`config.mk`:
```
export PLATFORM = sky130hd
export DESIGN_NAME = led_pattern_gen
export DESIGN_NICKNAME = d
export VERILOG_FILES = /design/src/rtl/led_pkg.sv /design/src/rtl/led_channel.sv /design/src/rtl/led_pattern_gen.sv
export SDC_FILE = /design/constraint.sdc
export NUM_CORES = 1
export LEC_CHECK = 0
export ABC_AREA = 1
export BUFFER_PORTS_ARGS = -buffer_cell sky130_fd_sc_hd__buf_2
export CORE_MARGIN = 2
export CORE_UTILIZATION = 41
export CTS_CLUSTER_SIZE = 25
export DETAILED_ROUTE_END_ITERATION = 10
export GPL_TIMING_DRIVEN = 0
export PLACE_DENSITY = 0.67
export REMOVE_ABC_BUFFERS = 1
export SLEW_MARGIN = 20
export SYNTH_ARGS = -nofsm -noshare
export SYNTH_HDL_FRONTEND = slang
export SYNTH_HIERARCHICAL = 1
export SYNTH_SLANG_ARGS = --single-unit
```
`constraint.sdc`:
```
create_clock -name sysclk -period 1.9 [get_ports sysclk]
set_input_delay 0.19 -clock sysclk [delete_from_list [all_inputs] [get_ports sysclk]]
set_output_delay 0.19 -clock sysclk [all_outputs]
set_load 0.01 [all_outputs]
```
`src/rtl/led_pkg.sv`:
```
// Shared types and constants for the multi-channel LED pattern generator.
package led_pkg;

    typedef enum logic [1:0] {
        LED_OFF   = 2'd0,
        LED_ON    = 2'd1,
        LED_BLINK = 2'd2,
        LED_PWM   = 2'd3
    } led_mode_e;

    localparam int DEFAULT_TICK_DIV = 12000;

    function automatic int ch_width(input int n);
        return (n > 1) ? $clog2(n) : 1;
    endfunction

endpackage

```
`src/rtl/led_channel.sv`:
```
// One LED channel: holds its configuration and produces the unpolarised state bit.
module led_channel
    import led_pkg::*;
#(
    parameter int PERIOD_W = 16,
    parameter int DUTY_W   = 8
)(
    input  logic                sysclk,
    input  logic                rst_n,
    input  logic                i_load,
    input  logic [1:0]          i_mode,
    input  logic [PERIOD_W-1:0] i_period,
    input  logic [DUTY_W-1:0]   i_duty,
    input  logic                i_tick,
    input  logic [DUTY_W-1:0]   i_pwm_cnt,
    output logic                o_state
);

    led_mode_e           r_mode;
    logic [PERIOD_W-1:0] r_period;
    logic [DUTY_W-1:0]   r_duty;
    logic [PERIOD_W-1:0] r_ph_cnt;
    logic                r_blink;
    logic [PERIOD_W-1:0] w_last;

    // A zero half-period behaves like one tick.
    assign w_last = (r_period == '0) ? '0 : r_period - PERIOD_W'(1);

    always_ff @(posedge sysclk or negedge rst_n) begin
        if (!rst_n) begin
            r_mode   <= LED_OFF;
            r_period <= '0;
            r_duty   <= '0;
            r_ph_cnt <= '0;
            r_blink  <= 1'b0;
        end else if (i_load) begin
            r_mode   <= led_mode_e'(i_mode);
            r_period <= i_period;
            r_duty   <= i_duty;
            r_ph_cnt <= '0;
            r_blink  <= 1'b0;
        end else if (r_mode == LED_BLINK && i_tick) begin
            if (r_ph_cnt == w_last) begin
                r_ph_cnt <= '0;
                r_blink  <= ~r_blink;
            end else begin
                r_ph_cnt <= r_ph_cnt + PERIOD_W'(1);
            end
        end
    end

    always_comb begin
        o_state = 1'b0;
        case (r_mode)
            LED_OFF:   o_state = 1'b0;
            LED_ON:    o_state = 1'b1;
            LED_BLINK: o_state = r_blink;
            LED_PWM:   o_state = (i_pwm_cnt < r_duty);
            default:   o_state = 1'b0;
        endcase
    end

endmodule

```
`src/rtl/led_pattern_gen.sv`:
```
// Multi-channel LED driver: shared prescaler and PWM counter, per-channel
// mode engines, a valid/ready config port and polarity-corrected outputs.
module led_pattern_gen
    import led_pkg::*;
#(
    parameter int                NUM_CH   = 2,
    parameter int                TICK_DIV = DEFAULT_TICK_DIV,
    parameter int                PERIOD_W = 16,
    parameter int                DUTY_W   = 8,
    parameter logic [NUM_CH-1:0] LED_INV  = '0,
    localparam int               CH_W     = ch_width(NUM_CH)
)(
    input  logic                sysclk,
    input  logic                rst_n,
    input  logic                cfg_valid,
    output logic                cfg_ready,
    input  logic [CH_W-1:0]     cfg_ch,
    input  logic [1:0]          cfg_mode,
    input  logic [PERIOD_W-1:0] cfg_period,
    input  logic [DUTY_W-1:0]   cfg_duty,
    output logic                cfg_err,
    output logic                tick,
    output logic [NUM_CH-1:0]   led_out
);

    localparam int PRE_W = $clog2(TICK_DIV);

    logic [PRE_W-1:0]  r_pre_cnt;
    logic [DUTY_W-1:0] r_pwm_cnt;
    logic              r_ready;
    logic              r_err;
    logic [NUM_CH-1:0] r_led;

    logic              w_tick;
    logic              w_accept;
    logic              w_ch_ok;
    logic [NUM_CH-1:0] w_load;
    logic [NUM_CH-1:0] w_state;

    assign w_tick = (r_pre_cnt == PRE_W'(TICK_DIV - 1));

    always_ff @(posedge sysclk or negedge rst_n) begin
        if (!rst_n) begin
            r_pre_cnt <= '0;
            r_pwm_cnt <= '0;
        end else begin
            r_pre_cnt <= w_tick ? '0 : r_pre_cnt + PRE_W'(1);
            r_pwm_cnt <= r_pwm_cnt + DUTY_W'(1);
        end
    end

    // Handshake: a write is taken on any edge where cfg_valid && cfg_ready.
    // The following cycle is a commit cycle with cfg_ready low, during which
    // the cfg_* inputs are ignored; cfg_ready then returns high.
    assign w_accept = cfg_valid & r_ready;
    assign w_ch_ok  = ({{(32-CH_W){1'b0}}, cfg_ch} < 32'(NUM_CH));

    always_ff @(posedge sysclk or negedge rst_n) begin
        if (!rst_n) begin
            r_ready <= 1'b0;
            r_err   <= 1'b0;
        end else begin
            r_ready <= ~w_accept;
            r_err   <= w_accept & ~w_ch_ok;
        end
    end

    for (genvar i = 0; i < NUM_CH; i++) begin : g_ch
        assign w_load[i] = w_accept & (cfg_ch == CH_W'(i));

        led_channel #(
            .PERIOD_W (PERIOD_W),
            .DUTY_W   (DUTY_W)
        ) u_ch (
            .sysclk    (sysclk),
            .rst_n     (rst_n),
            .i_load    (w_load[i]),
            .i_mode    (cfg_mode),
            .i_period  (cfg_period),
            .i_duty    (cfg_duty),
            .i_tick    (w_tick),
            .i_pwm_cnt (r_pwm_cnt),
            .o_state   (w_state[i])
        );
    end

    always_ff @(posedge sysclk or negedge rst_n) begin
        if (!rst_n) begin
            r_led <= LED_INV;
        end else begin
            r_led <= w_state ^ LED_INV;
        end
    end

    assign cfg_ready = r_ready;
    assign cfg_err   = r_err;
    assign tick      = w_tick;
    assign led_out   = r_led;

endmodule

```
Yosys cells after proc, flatten, opt, wreduce, memory -nomap -nowiden
Index checks and enable logic that the tools add are counted.

$add $sub $neg: 6. Magnitude comparators: 2. Equality and inequality tests: 9. Muxes and demuxes: 17. Bitwise logic cells: 7. Reduce and logical (&&, ||, !) cells: 12.

Operator list (number): 16-bit 2-to-1 mux (8); 16-bit by 1-bit adder with 16-bit output, second input constant (2); 16-bit == test (2); 16-bit zero test (2); 16-bit by 1-bit subtractor with 16-bit output, second input constant (2); 8-bit less-than comparator (2); 14-bit by 1-bit adder with 14-bit output, second input constant (1); 14-bit == test, second input constant (1); 14-bit 2-to-1 mux (1); 8-bit by 1-bit adder with 8-bit output, second input constant (1); 2-bit == test, second input constant (4); 1-bit case mux with 4 select lines (2); 2-bit nonzero test (4); 1-bit 2-to-1 mux (6); 2-bit by 1-bit == test with 1-bit output, second input constant (2); 2-bit zero test (2); 1-bit inverter (4); 2-bit AND reduction (2); 1-bit AND (3); 1-bit logical AND (2).

Flip-flop bits (word level): 111. Bits of input ports: 30. Output and inout bits: 5. Logic and storage cells: 67.

Longest topological paths before layout
Depth in word-level cells: 6. Depth in mapped cells: 18. Depth with buffers taken out: 18.

Hierarchy
The synthesis kept the hierarchy.

Modules (own cells, without submodules): led_channel (times used 2, cells an instance 412, area an instance 2874.0 µm², sequential area each 1076.0 µm²); led_pattern_gen (times used 1, cells an instance 140, area an instance 1227.4 µm², sequential area each 625.6 µm²).

Least setup slack after synthesis
Ideal clock, no wire load.

Kind: register -> register. From: register g_ch[0].u_ch.r_period[0]. To: register g_ch[0].u_ch.r_ph_cnt[6]. Library setup time: 0.140 ns. Data arrival time: 1.933 ns. Data required time: 1.760 ns. Path slack: -0.172 ns. Stages on the path, launching flop included: 16. Path buffers: 2. Cells stage by stage: dfrtp_1 -> inv_1 -> ha_1 -> nand2_1 -> nor2_2 -> nand2_4 -> buf_6 -> nand2_1 -> nand2_1 -> a21oi_2 -> nand2_1 -> nor2_2 -> nand3_4 -> nand2_4 -> buf_8 -> o22ai_1.

Longest elaborated chain between the ends: 6. Elaborated cells between the ends (all ways): 7.

Ends and longest elaborated chain: start: declaration (RTL line led_channel.sv:20) `logic [PERIOD_W-1:0] r_period;`; start signal: assignment (RTL line led_channel.sv:38) `r_period <= i_period;`; 16-bit by 1-bit subtractor with 16-bit output or 16-bit zero test (tied branches) (RTL line led_channel.sv:27) `assign w_last = (r_period == '0) ? '0 : r_period - PERIOD_W'(1);`; 16-bit 2-to-1 mux * (RTL line led_channel.sv:27); 16-bit == test * (RTL line led_channel.sv:43) `if (r_ph_cnt == w_last) begin`; 16-bit 2-to-1 mux * (RTL line led_channel.sv:43); 16-bit 2-to-1 mux * (RTL line led_channel.sv:42) `end else if (r_mode == LED_BLINK && i_tick) begin`; 16-bit 2-to-1 mux * (RTL line led_channel.sv:36) `end else if (i_load) begin`; end signal: assignment (RTL line led_channel.sv:47) `r_ph_cnt <= r_ph_cnt + PERIOD_W'(1);`; end: declaration (RTL line led_channel.sv:22) `logic [PERIOD_W-1:0] r_ph_cnt;`.

Every way passes the cells marked *; elsewhere a longest branch is shown, timed or not. The select of a mux whose other input is x is not followed. A chain may end at the register's enable or synchronous reset.

Worst setup path after layout
From: register g_ch[0].u_ch.r_period[2]. To: register g_ch[0].u_ch.r_ph_cnt[14].

The elaborated chain is that of the path after synthesis.

==> impl_metrics.json <==
{
  "outcome": "complete, but fails checks",
  "violations": "negative setup slack",
  "ir_worst_vdd_v": 0.000495,
  "grt_pass1_wl_mm": 28.2,
  "gr-total-overflow": 0,
  "dp_hpwl_mm": 11.3,
  "p_total_uw": 6990,
  "detail_route.vias_per_cell": 5.08,
  "hp-class": "input port to flop",
  "fmax_mhz": 461,
  "nets": 1079,
  "syn_area_um2": 6980,
  "dr_total_vias": 6367,
  "drv_cap": 0,
  "clock_latency_ns": 0.36,
  "setup_viol": 34,
  "async_flop_share_pct": 100,
  "grt_pass1_vias": 6051,
  "worst_slack_ns": -0.268,
  "syn_avg_cell_area_um2": 7.24,
  "hold_start": "cfg_duty[1]",
  "cts_tree": "built",
  "drc": 0,
  "drv_slew": 0,
  "layout-drive-gt1-share_pct": 20.3,
  "postLayoutCellArea_um2": 8470,
  "initialDrtViolationCount": 380,
  "core_area_um2": 16600,
  "start_util_pct": 42.1,
  "tightestPinTransition_ns": 0.521,
  "crit_path_end_kind": "flop",
  "place_area_um2": 7360,
  "rsz0062_at_grt": "true",
  "dieHeight_um": 134,
  "fin_crit_sh_pct": 114,
  "antenna_cells": 0,
  "yosys_warnings": 6,
  "syn_inst": 964,
  "grt_max_degree": 73,
  "crit_type": "flop to flop",
  "port_buffers": 33,
  "ant_nets": 0,
  "critPathMaxFanout": 8,
  "area_growth_pct": 21.5,
  "slew_headroom_pct": 64.9,
  "cts_num_sinks": 111,
  "synth_edf_count": 0,
  "gp_congestion": 0.813,
  "skew_ns": 0.0109,
  "antenna_found_initial": 0,
  "worst-r2r-cell-count": 13,
  "clkTransAtPathRegs_ns": 0.08,
  "yosysSeqAreaShare_pct": 39.8,
  "cp-start-kind": "flop",
  "avgRoutedWirePerCell_um": 13.6,
  "synth_top_area_share_pct": 39.8,
  "rows": 47,
  "min_delay_path_depth": 3,
  "p_leak_uw": 0.00407,
  "worstPathArrival_ns": 2.43,
  "final_cell_mix": "nand2_1 (275), inv_1 (116), dfrtp_1 (106)",
  "yosysTopAreaCell": "dfrtp_1",
  "root_buffer": "clkbuf_16",
  "mostFrequentLayoutCell": "nand2_1",
  "crit_path_start": "g_ch[0].u_ch/r_period[2]",
  "firstDrtPassIters": 5,
  "ys_ff_latch": 111,
  "track_usage_pct": 19.3,
  "cts_made_buffers": 9,
  "ios": 35,
  "dominantRegCellSynth": "dfrtp_1",
  "die_width_um": 134,
  "rr_startpoint": "g_ch[0].u_ch/r_period[2]",
  "cts_buffer_depth": 2,
  "ys_types": 34,
  "dieArea_um2": 18100,
  "netlist_top_cells_area": "dfrtp_1 (40%), nand2_1 (15%), inv_1 (6.6%)",
  "fin_util_pct": 51.1,
  "min_period_ns": 2.17,
  "worstPathRequired_ns": 2.16,
  "routed_wl_mm": 17.0,
  "htree_levels": 3,
  "hold_viol": 0,
  "power_density_nw_per_um2": 825
}
## worst paths after layout
| path | end | slack (ns) |
|---|---|---|
| worst max-delay path | g_ch[0].u_ch/r_ph_cnt[14] | -0.27 |
| worst min-delay path | g_ch[0].u_ch/r_duty[1] | 0.04 |
| worst max register to register | g_ch[0].u_ch/r_ph_cnt[14] | -0.27 |
| worst min register to register | led_out[1] | 0.48 |
| max in group asynchronous | g_ch[0].u_ch/r_period[6] | 0.91 |
| min in group asynchronous | g_ch[1].u_ch/r_duty[4] | 0.27 |
## logic make-up after synthesis
family / after synthesis / share of synthesized area (%)
xor+xnor: 30 / 3.77
other cells: 1 / 0.0538
buf+inv: 149 / 8.90
flops: 111 / 39.8
compound gates: 107 / 8.32
fa+ha+maj: 21 / 3.77
simple gates: 545 / 35.4
## flip-flops by register name (all words and copies together) (netlist names)
register and cells:
g_ch.u_ch/r_period 32, g_ch.u_ch/r_ph_cnt 32, g_ch.u_ch/r_duty 16, r_pre_cnt 14
r_pwm_cnt 8, g_ch.u_ch/r_mode 4, g_ch.u_ch/r_blink 2, led_out 2
cfg_ready 1
## metal layers
| layer | routed length (µm) | share of wire [%] | vias up | track usage, % |
|---|---|---|---|---|
| met4 | 264 | 1.5 | 0 | 6.26 |
| met2 | 8680 | 51 | 82 | 34.0 |
| met5 | 0 | 0 | - | 0 |
| met3 | 368 | 2.2 | 20 | 2.83 |
| met1 | 7730 | 45 | 3017 | 24.2 |
| li1 | - | - | 3248 | - |
## final cells by class
type | count | area, µm²
Multi-Input combinational cell | 712 | 4110
Tap cell | 220 | 275
Inverter | 124 | 468
Clock inverter | 7 | 101
Timing Repair Buffer | 70 | 515
Clock buffer | 9 | 225
Fill cell | 1596 | 8110
Sequential cell | 111 | 2780
## Yosys cell counts (11+ instances only)
master,instances
xor2_1,25
nor2_2,22
nand3_1,91
ha_1,21
nand2_1,287
a21oi_1,11
nor2_1,73
dfrtp_1,111
o22ai_1,16
inv_1,122
clkbuf_1,14
nand4_1,42
o21ai_0,72
## critical path, stage by stage, from the launching register on
cell	delay, ns
dfrtp_1	0.48
nor2_4	0.19
nand2_8	0.09
nor2_4	0.18
nand2_4	0.14
nand3_2	0.08
nand2_1	0.05
nor2_1	0.11
nand2_1	0.07
nor2_2	0.16
nand3_4	0.19
nand2_8	0.15
buf_6	0.12
o21ai_2	0.04
## timing repair
item	4_1_cts	5_1_grt
gates cloned	7	1
pin swaps	33	31
hold buffers	1	0
endpoints found under the setup margin	35	35
hold endpoints to repair	39	0
resized for setup	77	38
buffers inserted	25	8
## report_power, final
group	leakage [µW]	internal [µW]	switching, µW
combinational	0.00250	781	1170
sequential	0.00141	2640	269
clock	0.000158	1170	960
total	0.00407	4590	2400
## stage by stage
| stage | setup WS (ns) | setup TNS, ns | hold WS (ns) | cells |
|---|---|---|---|---|
| 6_report | -0.268 | -6.73 | 0.0369 | 1253 |
| 5_1_grt | -0.383 | -10.60 | 0.0531 | 1253 |
| 3_3_place_gp | -3.78 | -272.61 | 0.386 | 1192 |
| 2_1_floorplan | -1.81 | -81.62 | -0.106 | 939 |
| 4_1_cts | -0.199 | -4.64 | 0.0240 | 1244 |
| 3_5_place_dp | -1.08 | -30.71 | 0.128 | 1195 |
No activity file was read; power rests on OpenSTA's default activity.
